===== src/rtl/b_loader_pkg.sv =====
// b_loader_pkg: shared FSM state type and stream-length constant for b_loader
package b_loader_pkg;
  typedef enum logic [1:0] {FILL, FULL, STREAM} state_t;
  function automatic int stream_len(input int dim);
    return 4 * dim;
  endfunction
  localparam int DIM_DEFAULT = 8;
  localparam int STREAM_LEN = stream_len(DIM_DEFAULT);
endpackage


===== src/rtl/b_loader.sv =====
// b_loader: buffers a DIM x DIM tile of B rows and streams it to the downstream skew buffer
// Ports: clk, rst (async, active high); wr_valid/wr_ready/wr_row row-write handshake;
//   start request to stream, busy/done/err status; en_out/Bout drive skew buffer en/Bin.
module b_loader
  import b_loader_pkg::*;
#(
  parameter int BITS_AB = 8,
  parameter int DIM = 8
) (
  input  logic                      clk,
  input  logic                      rst,
  input  logic                      wr_valid,
  output logic                      wr_ready,
  input  logic signed [BITS_AB-1:0] wr_row [DIM],
  input  logic                      start,
  output logic                      busy,
  output logic                      done,
  output logic                      err,
  output logic                      en_out,
  output logic signed [BITS_AB-1:0] Bout [DIM]
);
  localparam int SLEN = stream_len(DIM);
  localparam int WW = $clog2(DIM);
  localparam int SW = $clog2(SLEN);
  state_t r_state, w_state_nxt;
  logic [WW-1:0] r_wr_cnt, w_wr_cnt_nxt;
  logic [SW-1:0] r_st_cnt, w_st_cnt_nxt;
  logic signed [BITS_AB-1:0] r_buf [DIM][DIM];
  logic signed [BITS_AB-1:0] r_bout [DIM];
  logic r_en, r_done, r_err;
  logic w_accept, w_en_nxt, w_err_nxt, w_row_sel;
  always_comb begin
    w_state_nxt = r_state;
    w_wr_cnt_nxt = r_wr_cnt;
    w_st_cnt_nxt = r_st_cnt;
    w_accept = r_state == FILL && wr_valid;
    w_en_nxt = r_state == STREAM;
    w_err_nxt = start && r_state != FULL;
    w_row_sel = w_en_nxt && r_st_cnt < SW'(DIM);
    case (r_state)
      FILL: if (wr_valid) begin
        w_wr_cnt_nxt = r_wr_cnt + 1'b1;
        if (r_wr_cnt == WW'(DIM - 1)) begin
          w_state_nxt = FULL;
          w_wr_cnt_nxt = '0;
        end
      end
      FULL: if (start) begin
        w_state_nxt = STREAM;
        w_st_cnt_nxt = '0;
      end
      STREAM: begin
        w_st_cnt_nxt = r_st_cnt + 1'b1;
        if (r_st_cnt == SW'(SLEN - 1)) begin
          w_state_nxt = FILL;
          w_wr_cnt_nxt = '0;
          w_st_cnt_nxt = '0;
        end
      end
      default: w_state_nxt = FILL;
    endcase
  end
  always_ff @(posedge clk or posedge rst)
    if (rst) begin
      r_state <= FILL;
      r_wr_cnt <= '0;
      r_st_cnt <= '0;
      r_en <= 1'b0;
      r_done <= 1'b0;
      r_err <= 1'b0;
      for (int j = 0; j < DIM; j++) r_bout[j] <= '0;
    end else begin
      r_state <= w_state_nxt;
      r_wr_cnt <= w_wr_cnt_nxt;
      r_st_cnt <= w_st_cnt_nxt;
      r_en <= w_en_nxt;
      // done marks the first idle output cycle after the last streamed beat
      r_done <= r_en & ~w_en_nxt;
      r_err <= w_err_nxt;
      for (int j = 0; j < DIM; j++) r_bout[j] <= w_row_sel ? r_buf[r_st_cnt[WW-1:0]][j] : '0;
    end
  // the tile store carries no reset: it is only read after a full fresh fill
  always_ff @(posedge clk)
    if (w_accept) r_buf[r_wr_cnt] <= wr_row;
  assign wr_ready = r_state == FILL;
  assign busy = r_en;
  assign en_out = r_en;
  assign done = r_done;
  assign err = r_err;
  assign Bout = r_bout;
endmodule


===== config.mk =====
export PLATFORM = sky130hd
export DESIGN_NAME = b_loader
export DESIGN_NICKNAME = d
export VERILOG_FILES = /design/src/rtl/b_loader_pkg.sv /design/src/rtl/b_loader.sv
export SDC_FILE = /design/constraint.sdc
export NUM_CORES = 1
export LEC_CHECK = 0
export CAP_MARGIN = 20
export CORE_MARGIN = 2
export CORE_UTILIZATION = 55
export CTS_CLUSTER_DIAMETER = 30
export DETAILED_ROUTE_END_ITERATION = 6
export PLACE_DENSITY = 0.72
export SETUP_SLACK_MARGIN = 0.2
export SYNTH_ARGS = -nofsm -noshare
export SYNTH_HDL_FRONTEND = slang
export SYNTH_SLANG_ARGS = --single-unit
export TNS_END_PERCENT = 10

===== constraint.sdc =====
create_clock -name clk -period 6.65 [get_ports clk]
set_input_delay 1.33 -clock clk [delete_from_list [all_inputs] [get_ports clk]]
set_output_delay 1.33 -clock clk [all_outputs]
set_load 0.01 [all_outputs]

# Yosys cells after proc, flatten, opt, wreduce, memory -nomap -nowiden
# Memories as Yosys holds them, arrays and structs flattened.
# Index checks and enable logic that the tools add are counted.
# W data, S select, Z words.
dict set report classes {
  n_mux 22
  n_reduce_logical 9
  bitwise_logic 2
  magnitude_cmp 1
  n_eq_ne 9
  add_sub_neg 2
}
# operator count
set ops {}
lappend ops {{$mux W8} 8}
lappend ops {{$mux W5} 2}
lappend ops {{$pmux W5 S2} 1}
lappend ops {{$mux W3} 3}
lappend ops {{$mux W2} 4}
lappend ops {{$ne A2 B1 Y1 const B} 3}
lappend ops {{$pmux W2 S3} 1}
lappend ops {{$pmux W3 S2} 1}
lappend ops {{$add A5 B1 Y5 const B} 1}
lappend ops {{$eq A5 B5 Y1 const B} 1}
lappend ops {{$lt A5 B4 Y1 const B} 1}
lappend ops {{$ne A2 B2 Y1 const B} 2}
lappend ops {{$reduce_and A4 Y1} 1}
lappend ops {{$reduce_bool A2 Y1} 2}
lappend ops {{$add A3 B1 Y3 const B} 1}
lappend ops {{$eq A3 B3 Y1 const B} 1}
lappend ops {{$logic_and A1 B1 Y1} 3}
lappend ops {{$reduce_and A3 Y1} 1}
lappend ops {{$eq A2 B1 Y1 const B} 1}
lappend ops {{$eq A2 B2 Y1 const B} 1}
lappend ops {{$logic_not A2 Y1} 1}
lappend ops {{$mux W1} 2}
lappend ops {{$reduce_and A2 Y1} 1}
lappend ops {{$and A1 B1 Y1} 1}
lappend ops {{$not A1 Y1} 1}
dict set report totals {
  memories 1
  regBits 77
  ram_bits 512
  in_bits 68
  wordCells 60
}
# name words word_bits rd rd_ports_with_merged_regs wr line_no
set mem_list {}
lappend mem_list {r_buf 8 64 1 0 1 b_loader.sv:28} ;# logic signed [BITS_AB-1:0] r_buf [DIM][DIM];

# Depth between registers and ports, before layout
dict set report logic_depth {
  depth_word 4
  ltp_mapped 6
}

# Worst setup path before layout
# Ideal clock, no wire load.
dict set report synth_path {
  path_type {input to register}
  start {in wr_valid}
  end {mem r_buf[1][0] (netlist name), enable pin}
  path_buffers 0
  stages 2
  path_slack_ns 0.266
  required_ns 6.085
  arrival_time_ns 5.819
  path_cell_list {nand3_1 -> nor3_1}
}
dict set report synth_via {
  elab_chain_cells 3
}
# item line_no
set synth_lines {}
lappend synth_lines {{start: declaration} b_loader.sv:12} ;# input logic wr_valid,
lappend synth_lines {{$logic_and A1 B1 Y1} b_loader.sv:36} ;# w_accept = r_state == FILL && wr_valid;
lappend synth_lines {{$mux W1} b_loader.sv:84} ;# if (w_accept) r_buf[r_wr_cnt] <= wr_row;
lappend synth_lines {{$mux W1 (not written as such)} b_loader.sv:84}
lappend synth_lines {{end: declaration} b_loader.sv:28}
# Every way passes these cells.

# Worst setup path in the final report
dict set report layout_path {
  start {in wr_valid}
  end {mem r_buf[4][30] (netlist name), enable pin}
}
# Same word-level chain as after synthesis.

==> reports/results.ini <==
[outcome]
status=complete, but fails checks
violations=DRC

[cells_and_area]
nNetsFinal=1180
finalInstanceArea_mm2=0.0274
fin_util_pct=71.0
area_delta_synth_final_pct=27.7
ff_latch_area_mm2=0.0173
multiInputGateArea_mm2=0.00394
fin_cells=1723
drive_gt1_share_pct=32.6
fillers=2137

[hold_path]
worstHoldEndpoint=done
holdPathStages=1
holdCritStartpoint=busy
hold_path.class=reg -> reg

[cts]
root_buffer=clkbuf_16
post_cts_buffers=0
cts_buffer_depth=3
numCtsBuffers=106
cts_tree=built
path_clk_slew_ns=0.05
post_cts_resized=0
cts.sinks=589
h-tree-depth=3
clk_latency_ns=0.65
hold_buffers=0

[placed_design]
dpl_worst_slack_ns=2.51
dp_hpwl_mm=22.1
placed_cell_area_mm2=0.0234
gp_congestion=0.732
portBuffers=136
dp_cells=1516

[routing]
drt-total-wl_mm=46.5
drt-initial-drc-count=825
drt_drc_violations_left=1
ant_nets=0
wl_per_cell_um=27.0
via_count=10200
drtPass1Iterations=7
vias_per_cell=5.90

[power]
total_power_mw=12.9
ir_worst_vdd_mv=0.405
power.leakage_nw=9.38
power_density_mw_per_mm2=469

[floorplanning]
placementRows=72
ios=137
dieArea_mm2=0.0407
core_area_mm2=0.0386
fp.dieH_um=202
start_util_pct=55.6
die_width_um=202

[setup_path]
cp.arrival_ns=3.79
cp-end-kind=flip-flop
reg2reg_slack_ns=3.54
r2r-start=r_state[1]
path_class=in -> reg
cp_cell_sequence=clkdlybuf4s50_1 -> nand3b_1 -> nor2_4 -> buf_4
slowest_delay_ns=0.89
critPathTopFamily=simple AND/OR/NAND/NOR gates
r2r-end=r_buf[4][30]
critPathSlowestCell=nor2_4
worstPathRequired_ns=6.91
cp_max_fo=34
path_buf_inv=2
reg2reg_depth=4
start_kind=primary input

[timing]
tns_ns=0
maxSlewViolCount=0
rsz0062_at_grt=false
finalHoldViolCount=0
tightest_slew_ns=1.09
finalCriticalPeriod_ns=3.52
hold_ws_ns=0.515
fin_crit_sh_pct=53.0
setup_ws_ns=3.13
fmaxAchievable_mhz=284
setup_violations=0
slew_headroom_pct=26.6
skew_ns=0.0271

[yosys]
avgSynthCellArea_um2=24.1
synth_top_area_share_pct=71.5
muxShareOfSynthArea_pct=13.4
synth_xor_area_share_pct=0
ys_ff_latch=589
synth_warnings=0
synth_compound_area_share_pct=3.51
synth_simple_gate_area_share_pct=0.908
synth.area.top_cells=edfxtp_1 (72%), mux4_2 (13%), dfrtp_1 (9.0%)
synth_fa_ha_area_share_pct=0.233
syn_area_mm2=0.0215
syn_nets=964
ys_seq_area_share_pct=80.5
ys_types=34
synthCells=892
synth_top_family_by_area=multiplexers
yosysTopAreaCell=edfxtp_1

[global_routing]
antenna_found_initial=3
track_usage_pct=23.7
grt_pass1_wl_mm=70.1
gr-total-overflow=0
grt_max_degree=87
grt_pass1_vias=11200

[run]
cap_viol_max_count=0

-- cell usage after synthesis --
| cell type | number |
|---|---|
| nor3_1 | 3 |
| a21boi_0 | 1 |
| or4_1 | 1 |
| buf_2 | 17 |
| o21ai_0 | 3 |
| o21bai_1 | 1 |
| nand2b_1 | 3 |
| a31oi_1 | 2 |
| buf_4 | 4 |
| o211ai_1 | 1 |
| nand3_1 | 3 |
| ha_1 | 4 |
| nor2b_1 | 2 |
| buf_1 | 1 |
| inv_1 | 6 |
| o2bb2ai_1 | 3 |
| nor2_1 | 10 |
| edfxtp_1 | 512 |
| a22o_1 | 22 |
| buf_6 | 11 |
| nor4_4 | 2 |
| inv_2 | 1 |
| o22ai_1 | 3 |
| nand2_1 | 4 |
| clkbuf_1 | 13 |
| mux4_2 | 128 |
| dfrtp_1 | 77 |
| a21oi_1 | 5 |
| a22oi_1 | 3 |
| or4b_2 | 1 |
| a22o_2 | 42 |
| nand3b_1 | 1 |
| and3_2 | 1 |
| and2_1 | 1 |
-- area by class of cell --
type	count	area share, %
flip-flops and latches	589	63.1
multi-input cells	250	14.3
clock buffers	122	10.1
repair buffers	154	5.57
clock inverters	80	4.39
well taps	518	2.36
inverters	7	0.105
diodes	3	0.0273
-- where the power goes --
| part | switching [mW] | leakage [nW] | internal (mW) |
|---|---|---|---|
| Sequential | 0.318 | 5.69 | 4.57 |
| Clock | 1.93 | 1.88 | 3.94 |
| Combinational | 1.03 | 1.81 | 1.08 |
| Total | 3.28 | 9.38 | 9.59 |
-- cell families (layout without fill, tap and decap cells) --
logic type / count (synthesis) / after routing
mux: 128 / 128
other cells: 0 / 3
buf+inv: 53 / 363
simple gates: 32 / 32
flops: 589 / 589
compound gates: 86 / 86
fa+ha+maj: 4 / 4
-- worst max path at each step --
stage	slack, ns	start	to	cells after the start
global route	2.97	wr_valid	r_buf[3][39]	4
detailed placement	2.51	wr_valid	r_buf[4][30]	4
finish	3.13	wr_valid	r_buf[4][30]	4
CTS	3.11	wr_valid	r_buf[4][24]	4
global placement	2.55	wr_valid	r_buf[4][27]	4
floorplan	0.27	wr_valid	r_buf[1][0]	2
-- registers in the layout, summed over array words and instances (netlist names) --
name      flops
r_st_cnt      5
r_wr_cnt      3
r_state       2
err           1
Bout         64
busy          1
done          1
r_buf       512
-- cell usage in the layout (no fill, tap or decap), types with 3 or more instances in the layout --
cell type,count
mux4_2,128
bufinv_16,23
o21ai_0,3
a22oi_1,3
clkinv_4,6
clkbuf_16,106
nand3_1,3
clkdlybuf4s50_1,136
a22o_1,22
inv_6,8
clkinvlp_4,18
nand2b_1,3
inv_1,5
edfxtp_1,512
dfrtp_1,75
clkinv_2,13
clkinv_1,5
ha_1,4
nor2_1,4
clkinv_16,4
nand2_1,4
o22ai_1,3
clkbuf_1,9
o2bb2ai_1,3
clkbuf_8,7
buf_4,14
a22o_2,42
nor2_4,6
a21oi_1,5
diode_2,3
-- routing by layer --
metal  track usage, %  routed length (µm)
met3             5.90                2890
met2             39.3               24300
met1             30.5               17900
met4             9.16                1340
met5                0                  13
(Power assumes the default switching activity.)
